--- config.mk ---
export PLATFORM = sky130hd
export DESIGN_NAME = imm_gen_pipe
export DESIGN_NICKNAME = d
export VERILOG_FILES = /design/src/rtl/imm_gen_pipe_pkg.sv /design/src/rtl/imm_gen_pipe_decode_comb.sv /design/src/rtl/imm_gen_pipe.sv
export SDC_FILE = /design/constraint.sdc
export NUM_CORES = 1
export LEC_CHECK = 0
export BUFFER_PORTS_ARGS = -buffer_cell sky130_fd_sc_hd__buf_2
export CAP_MARGIN = 20
export CORE_ASPECT_RATIO = 1.25
export CORE_MARGIN = 2
export CORE_UTILIZATION = 35
export DETAILED_ROUTE_END_ITERATION = 7
export PLACE_DENSITY_LB_ADDON = 0.12
export SYNTH_ARGS = -nofsm -noshare
export SYNTH_HDL_FRONTEND = slang
export SYNTH_SLANG_ARGS = --single-unit
export TNS_END_PERCENT = 1
--- constraint.sdc ---
create_clock -name clk -period 3.2 [get_ports clk]
set_input_delay 0.64 -clock clk [delete_from_list [all_inputs] [get_ports clk]]
set_output_delay 0.64 -clock clk [all_outputs]
set_load 0.005 [all_outputs]
--- src/rtl/imm_gen_pipe_pkg.sv ---
// Shared types for the decode-stage immediate generator: format codes, RV32I opcodes
// and the result record held in the output stage.
package imm_gen_pkg;

    typedef enum logic [2:0] {
        FMT_R  = 3'd0,
        FMT_I  = 3'd1,
        FMT_S  = 3'd2,
        FMT_B  = 3'd3,
        FMT_U  = 3'd4,
        FMT_J  = 3'd5,
        FMT_SH = 3'd6
    } fmt_e;

    localparam logic [6:0] OP_IMM    = 7'b0010011;
    localparam logic [6:0] OP_LOAD   = 7'b0000011;
    localparam logic [6:0] OP_JALR   = 7'b1100111;
    localparam logic [6:0] OP_FENCE  = 7'b0001111;
    localparam logic [6:0] OP_SYSTEM = 7'b1110011;
    localparam logic [6:0] OP_STORE  = 7'b0100011;
    localparam logic [6:0] OP_BRANCH = 7'b1100011;
    localparam logic [6:0] OP_LUI    = 7'b0110111;
    localparam logic [6:0] OP_AUIPC  = 7'b0010111;
    localparam logic [6:0] OP_JAL    = 7'b1101111;
    localparam logic [6:0] OP_REG    = 7'b0110011;

    // Fields are sized for the widest supported instance; narrower tops use the low bits.
    localparam int IMM_MAX_W = 64;
    localparam int TAG_MAX_W = 64;

    typedef struct packed {
        logic [IMM_MAX_W-1:0] imm;
        fmt_e                 fmt;
        logic                 illegal;
        logic [TAG_MAX_W-1:0] tag;
    } imm_res_t;

endpackage

--- src/rtl/imm_gen_pipe_decode_comb.sv ---
// Purely combinational RV32I immediate extraction: instruction -> {imm, fmt, illegal}.
// Every immediate is built as a 32-bit value whose bit 31 is the sign, then widened to XLEN.
module imm_decode_comb
    import imm_gen_pkg::*;
#(
    parameter int XLEN = 32
) (
    input  logic [31:0]     instruction,
    output logic [XLEN-1:0] imm,
    output fmt_e            fmt,
    output logic            illegal
);

    logic [6:0]  opcode;
    logic [2:0]  funct3;
    logic [31:0] imm32;

    assign opcode = instruction[6:0];
    assign funct3 = instruction[14:12];

    always_comb begin
        imm32   = '0;
        fmt     = FMT_R;
        illegal = 1'b0;
        case (opcode)
            OP_IMM: begin
                if (funct3 == 3'b001 || funct3 == 3'b101) begin
                    fmt   = FMT_SH;
                    imm32 = {27'b0, instruction[24:20]};
                end else begin
                    fmt   = FMT_I;
                    imm32 = {{20{instruction[31]}}, instruction[31:20]};
                end
            end
            OP_LOAD, OP_JALR, OP_FENCE, OP_SYSTEM: begin
                fmt   = FMT_I;
                imm32 = {{20{instruction[31]}}, instruction[31:20]};
            end
            OP_STORE: begin
                fmt   = FMT_S;
                imm32 = {{20{instruction[31]}}, instruction[31:25], instruction[11:7]};
            end
            OP_BRANCH: begin
                fmt   = FMT_B;
                imm32 = {{19{instruction[31]}}, instruction[31], instruction[7],
                         instruction[30:25], instruction[11:8], 1'b0};
            end
            OP_LUI, OP_AUIPC: begin
                fmt   = FMT_U;
                imm32 = {instruction[31:12], 12'b0};
            end
            OP_JAL: begin
                fmt   = FMT_J;
                imm32 = {{11{instruction[31]}}, instruction[31], instruction[19:12],
                         instruction[20], instruction[30:21], 1'b0};
            end
            OP_REG: begin
                fmt = FMT_R;
            end
            default: begin
                illegal = 1'b1;
            end
        endcase
    end

    // Shift amounts have bit 31 clear, so a signed widening is correct for every format.
    assign imm = XLEN'($signed(imm32));

endmodule

--- src/rtl/imm_gen_pipe.sv ---
// Registered immediate generator with a 2-entry (main + skid) output stage so that
// in_ready can be a flop while throughput stays at one result per cycle.
module imm_gen_pipe
    import imm_gen_pkg::*;
#(
    parameter int INSTRUCTION = 32,
    parameter int XLEN        = 32,
    parameter int TAG_W       = 32
) (
    input  logic                   clk,
    input  logic                   rst_n,
    input  logic                   flush_i,
    input  logic                   in_valid,
    output logic                   in_ready,
    input  logic [INSTRUCTION-1:0] instruction,
    input  logic [TAG_W-1:0]       in_tag,
    output logic                   out_valid,
    input  logic                   out_ready,
    output logic [XLEN-1:0]        imm,
    output fmt_e                   fmt,
    output logic                   illegal,
    output logic [TAG_W-1:0]       out_tag
);

    logic [XLEN-1:0] dec_imm;
    fmt_e            dec_fmt;
    logic            dec_illegal;
    imm_res_t        dec_res;
    imm_res_t        main_q;
    imm_res_t        skid_q;
    logic            main_valid;
    logic            skid_valid;
    logic            accept;
    logic            main_free;
    logic            unused_hi;

    imm_decode_comb #(.XLEN(XLEN)) u_decode (
        .instruction (instruction),
        .imm         (dec_imm),
        .fmt         (dec_fmt),
        .illegal     (dec_illegal)
    );

    always_comb begin
        dec_res         = '0;
        dec_res.imm     = IMM_MAX_W'(dec_imm);
        dec_res.fmt     = dec_fmt;
        dec_res.illegal = dec_illegal;
        dec_res.tag     = TAG_MAX_W'(in_tag);
    end

    assign accept    = in_valid && in_ready;
    assign main_free = !main_valid || out_ready;

    // The skid entry is always older than the input, so it refills main first; while the
    // skid is occupied in_ready is low, so an input never competes with a skid drain.
    always_ff @(posedge clk or negedge rst_n) begin
        if (!rst_n) begin
            main_valid <= 1'b0;
            skid_valid <= 1'b0;
            main_q     <= '0;
            skid_q     <= '0;
        end else if (flush_i) begin
            main_valid <= 1'b0;
            skid_valid <= 1'b0;
        end else if (main_free) begin
            if (skid_valid) begin
                main_q     <= skid_q;
                main_valid <= 1'b1;
                skid_valid <= 1'b0;
            end else if (accept) begin
                main_q     <= dec_res;
                main_valid <= 1'b1;
            end else begin
                main_valid <= 1'b0;
            end
        end else if (accept) begin
            skid_q     <= dec_res;
            skid_valid <= 1'b1;
        end
    end

    assign in_ready  = !skid_valid;
    assign out_valid = main_valid;
    assign imm       = main_q.imm[XLEN-1:0];
    assign fmt       = main_q.fmt;
    assign illegal   = main_q.illegal;
    assign out_tag   = main_q.tag[TAG_W-1:0];

    // Upper struct bits beyond XLEN/TAG_W are constant zero in narrow instances.
    assign unused_hi = ^{main_q.imm, main_q.tag};

endmodule

# Word-level counts from Yosys, hierarchy flattened
# Cells that the tools add are included.
[op_classes]
muxes = 14
eq_ne = 13
bitwise = 2
reduce_logical = 13
[op_table]
columns = ["operator", "n"]
rows = [
  ["100-bit 2-to-1 mux", 2],
  ["32-bit case mux with 6 select lines", 1],
  ["32-bit 2-to-1 mux", 1],
  ["7-bit == test, second input constant", 4],
  ["7-bit by 6-bit == test with 1-bit output, second input constant", 3],
  ["3-bit case mux with 6 select lines", 1],
  ["7-bit by 5-bit == test with 1-bit output, second input constant", 2],
  ["11-bit OR reduction", 1],
  ["1-bit 2-to-1 mux", 8],
  ["7-bit by 2-bit == test with 1-bit output, second input constant", 1],
  ["7-bit by 4-bit == test with 1-bit output, second input constant", 1],
  ["3-bit AND reduction", 2],
  ["2-bit nonzero test", 2],
  ["4-bit OR reduction", 1],
  ["3-bit by 1-bit == test with 1-bit output, second input constant", 1],
  ["3-bit == test, second input constant", 1],
  ["3-bit 2-to-1 mux", 1],
  ["3-bit nonzero test", 1],
  ["1-bit logical NOT", 2],
  ["1-bit logical OR", 2],
  ["1-bit inverter", 2],
  ["2-bit OR reduction", 1],
  ["1-bit logical AND", 1],
]
[totals]
output_inout_bits = 70
wordCells = 52
input_bits = 69
ff_bits = 138

# Depth between registers and ports, before layout
[depth]
depth_word = 6
mapped_depth = 8
ltp_nobuf = 5

# Cells and area by module
# A second synthesis with hierarchy kept.
[unflattened]
hier_cells = 467
area_unflattened_um2 = 6676.4
[modules_own_cells]
columns = ["mod", "seq_area_each_um2", "n_inst", "area_each_um2", "cells_per_inst"]
rows = [
  ["imm_gen_pipe", 3453.3, 1, 5994.5, 373],
  ["imm_decode_comb", 0.0, 1, 681.9, 94],
]

# Worst setup path before layout
# No wires, ideal clock.
[synth_timing]
path_kind = "input port to flip-flop"
startpoint = "input port instruction[6]"
endpoint = "register skid_q[73] (netlist bit)"
slack_ps = 1045
t_arrival_ps = 2034
path_stages = 7
setup_time_ps = 121
path_buffers = 2
t_required_ps = 3079
cell_sequence = "and3b_1 > o2bb2ai_2 > or4_4 > buf_6 > and3_4 > buf_6 > a22o_1"
[synth_via]
elab_chain_cells = 3
elab_cells_between_ends = 13
classes_between = "10 x eq/ne; 1 x mux; 2 x reduce/logical"
[synth_lines]
columns = ["element", "line", "rtl"]
rows = [
  ["start, declared", "imm_gen_pipe.sv:15", "input logic [INSTRUCTION-1:0] instruction,"],
  ["7-bit by 2-bit == test with 1-bit output, or another cell as far along", "imm_gen_pipe_decode_comb.sv:25", "case (opcode)"],
  ["4-bit OR reduction / 2-bit OR reduction (equally long branches)", "-", ""],
  ["32-bit case mux with 6 select lines (*)", "imm_gen_pipe_decode_comb.sv:25", ""],
  ["end signal, assigned", "imm_gen_pipe.sv:78", "skid_q <= dec_res;"],
  ["end, declared", "imm_gen_pipe.sv:30", "imm_res_t skid_q;"],
]
# Mark *: on every way between the ends. The rest lies on a longest branch, timed or not.
# A chain may end at the register's enable or synchronous reset.

# Final worst setup path
[layout_timing]
startpoint = "register skid_valid"
endpoint = "output port in_ready"
[layout_via]
elab_chain_cells = 1
[layout_lines]
columns = ["element", "line", "rtl"]
rows = [
  ["start, declared", "imm_gen_pipe.sv:32", "logic skid_valid;"],
  ["start signal, assigned", "imm_gen_pipe.sv:60", "skid_valid <= 1'b0;"],
  ["start signal, assigned", "imm_gen_pipe.sv:65", "skid_valid <= 1'b0;"],
  ["start signal, assigned", "imm_gen_pipe.sv:70", "skid_valid <= 1'b0;"],
  ["1-bit logical NOT", "imm_gen_pipe.sv:83", "assign in_ready = !skid_valid;"],
  ["end, declared", "imm_gen_pipe.sv:14", "output logic in_ready,"],
]
# Every way passes these cells.

==> results.toml <==
[die]
rows = 54
fp.dieW_um = 123.6
die-area_mm2 = 0.01896
core_mm2 = 0.01750
start_util_pct = 35.74
die_h_um = 153.5
ios = 139

[sta]
worst_pin_slew_ns = 0.8407
fmax_mhz = 396.2
grt_setup_unrepaired = "no"
fin_setup_tns_ns = 0
finalCritPeriodShare_pct = 78.88
fin_skew_ns = 0.006585
final.min_clock_period_ns = 2.524
whs_ns = 0.2808
finalMaxSlewViolations = 0
finalSetupViolations = 0
max_slew_margin_pct = 43.95
hold_viol = 0

[layout]
layout.nets = 861
area_delta_synth_final_pct = 24.16
multiInputGateArea_mm2 = 0.002579
fillers = 1690
final_common_cell = "nand2_1"
diodes = 0
layout_common_cells = "nand2_1 (169), dfrtp_1 (137), buf_2 (137)"
layout-drive-gt1-share_pct = 24.41
seqCellArea_mm2 = 0.003455
final_util_pct = 44.38

[drt]
via_per_inst = 5.175
wl_per_cell_um = 16.76
dr.pass1.iters = 4
vias = 5315
postRouteAntennaNets = 0
drtIter0Drc = 285
drt-total-wl_um = 17210
drc = 0

[global_route]
grt_pass1_vias = 5471
grt-ovfl-total = 0
antenna_found_initial = 0
track_usage_pct = 18.91
grt_max_degree = 92
grt_pass1_wl_um = 27990

[power]
p_per_area_mw_per_mm2 = 640.5
clock_power_share_pct = 43.1
power.switching_mw = 1.268
swShare_pct = 25.50
pwr-share-comb_pct = 13.1
internal_power_mw = 3.706
irDropWorstVdd_mv = 0.3430
p_leak_nw = 3.672
p_seq_share_pct = 43.8

[clocking]
cts_hold_buf = 0
clockRootBuffer = "clkbuf_16"
insertion_delay_ns = 0.42
cts_tree = "done"
cts_max_level = 4
cts.repair.resized = 0
post-cts-setup-buffer-count = 0
clock-sinks = 138
cts_max_path_buffers = 2
cts_buffers = 17
path_clk_slew_ns = 0.06

[worst_setup_path]
worst-endpoint-arrival_ns = 1.88
worstPathMaxFanout = 24
end_kind = "output pin"
timing_worst_setup_path_type = "reg -> out"
cp_data_required_time_ns = 2.56
start_kind = "register"

[placed_design]
io_buffer_count = 138
gp_congestion = 0.8907
hpwlAfterDp_um = 11630

[synthesis]
yosysSeqAreaShare_pct = 55.21
synth.avg_cell_area_um2 = 9.308
ys_ff_latch = 138
synth_cells = 672
synth_edf_count = 0
yosys-top-cells-area = "dfrtp_1 (55%), nand2_1 (10%), mux2i_1 (5.1%)"
synth_top_area_share_pct = 55.21
synthFlopType = "dfrtp_1"
synth-async-reset-ratio_pct = 100.0
syn_area_mm2 = 0.006255
ys_types = 49
ys_warn_count = 0
yosys.area.top_type = "dfrtp_1"
synth_nets = 741

[hold_path]
min_path_type = "in -> async"

[run_status]
status = "finished, final reports clean"

[job]
cap_violations = 0
-- power by group through the flow --
| stage | Clock (mW) | Sequential (mW) | Combinational, mW |
|---|---|---|---|
| final | 2.14 | 2.18 | 0.653 |
| after global routing | 2.29 | 2.22 | 0.754 |
| after CTS | 2.19 | 2.18 | 0.668 |
| after detailed placement | 0 | 2.21 | 0.667 |
| after global placement | 0 | 2.20 | 0.641 |
| after floorplan | 0 | 2.19 | 0.336 |
-- layer usage --
| metal | wire [um] | track usage [%] |
|---|---|---|
| met3 | 1046 | 4.142 |
| met4 | 258 | 6.548 |
| met2 | 8364 | 31.16 |
| met5 | 0 | 0 |
| met1 | 7542 | 24.29 |
-- cells in the mapped netlist (2+ instances only) --
cell type	n
nand2_1	170
dfrtp_1	138
o21ai_0	62
a21oi_1	54
nor2_1	40
clkbuf_1	36
mux2i_1	32
or3_1	25
a211o_1	9
a31oi_1	8
nand2b_1	8
o21ai_1	7
a22o_1	6
buf_2	6
nand3_1	6
nand4_1	6
nor3_1	6
and3_1	4
o211ai_1	4
and2_1	3
buf_1	3
buf_6	3
nor2b_1	3
a21boi_0	2
a31oi_2	2
buf_4	2
inv_1	2
nor4_1	2
or2_2	2
or4_1	2
-- worst paths after layout --
kind / from / endpoint / slack (ns) / cells past startpoint
worst max-delay path: skid_valid$_DFFE_PN0P_ / in_ready / 0.68 / 2
worst min-delay path: rst_n / out_tag[27]$_DFFE_PN0P_ / 0.28 / 1
worst max register to register: skid_valid$_DFFE_PN0P_ / imm[18]$_DFFE_PN0P_ / 0.69 / 4
worst min register to register: skid_q[31]$_DFFE_PN0P_ / skid_q[31]$_DFFE_PN0P_ / 0.47 / 2
max in group asynchronous: rst_n / imm[13]$_DFFE_PN0P_ / 2.13 / 2
min in group clk: in_tag[25] / skid_q[25]$_DFFE_PN0P_ / 0.43 / 3
-- stage by stage --
| stage | worst slack [ns] | total power [mW] | cell area (um^2) | cells |
|---|---|---|---|---|
| after global placement | 0.4982 | 2.840 | 7128 | 997 |
| after CTS | 0.6193 | 5.038 | 7766 | 1027 |
| after floorplan | 1.045 | 2.526 | 6255 | 672 |
| final | 0.6758 | 4.974 | 7766 | 1027 |
| after detailed placement | 0.4138 | 2.874 | 7128 | 997 |
| after global routing | 0.4512 | 5.260 | 7766 | 1027 |
-- cell families after synthesis --
| family | share of synthesized area (%) |
|---|---|
| simple gates | 20.40 |
| compound gates | 15.40 |
| flops | 55.21 |
| buf+inv | 3.721 |
| mux | 5.121 |
| xor+xnor | 0.1401 |
-- critical path: stages (launching register included) --
cell and delay, ns:
dfrtp_2 0.71, inv_1 0.48, buf_2 0.27
-- state kept, by name (all words and copies together) (netlist names) --
| register | count |
|---|---|
| fmt | 3 |
| illegal | 1 |
| out_tag | 32 |
| skid_valid | 1 |
| skid_q | 68 |
| out_valid | 1 |
| imm | 32 |
-- area by class of cell --
type | count | share of cell area (%)
Clock buffer | 18 | 5.655
Clock inverter | 12 | 2.562
Sequential cell | 138 | 44.48
Inverter | 2 | 0.09667
Timing Repair Buffer | 151 | 10.39
Tap cell | 224 | 3.609
Multi-Input combinational cell | 482 | 33.20
No activity file was read; power rests on OpenSTA's default activity.
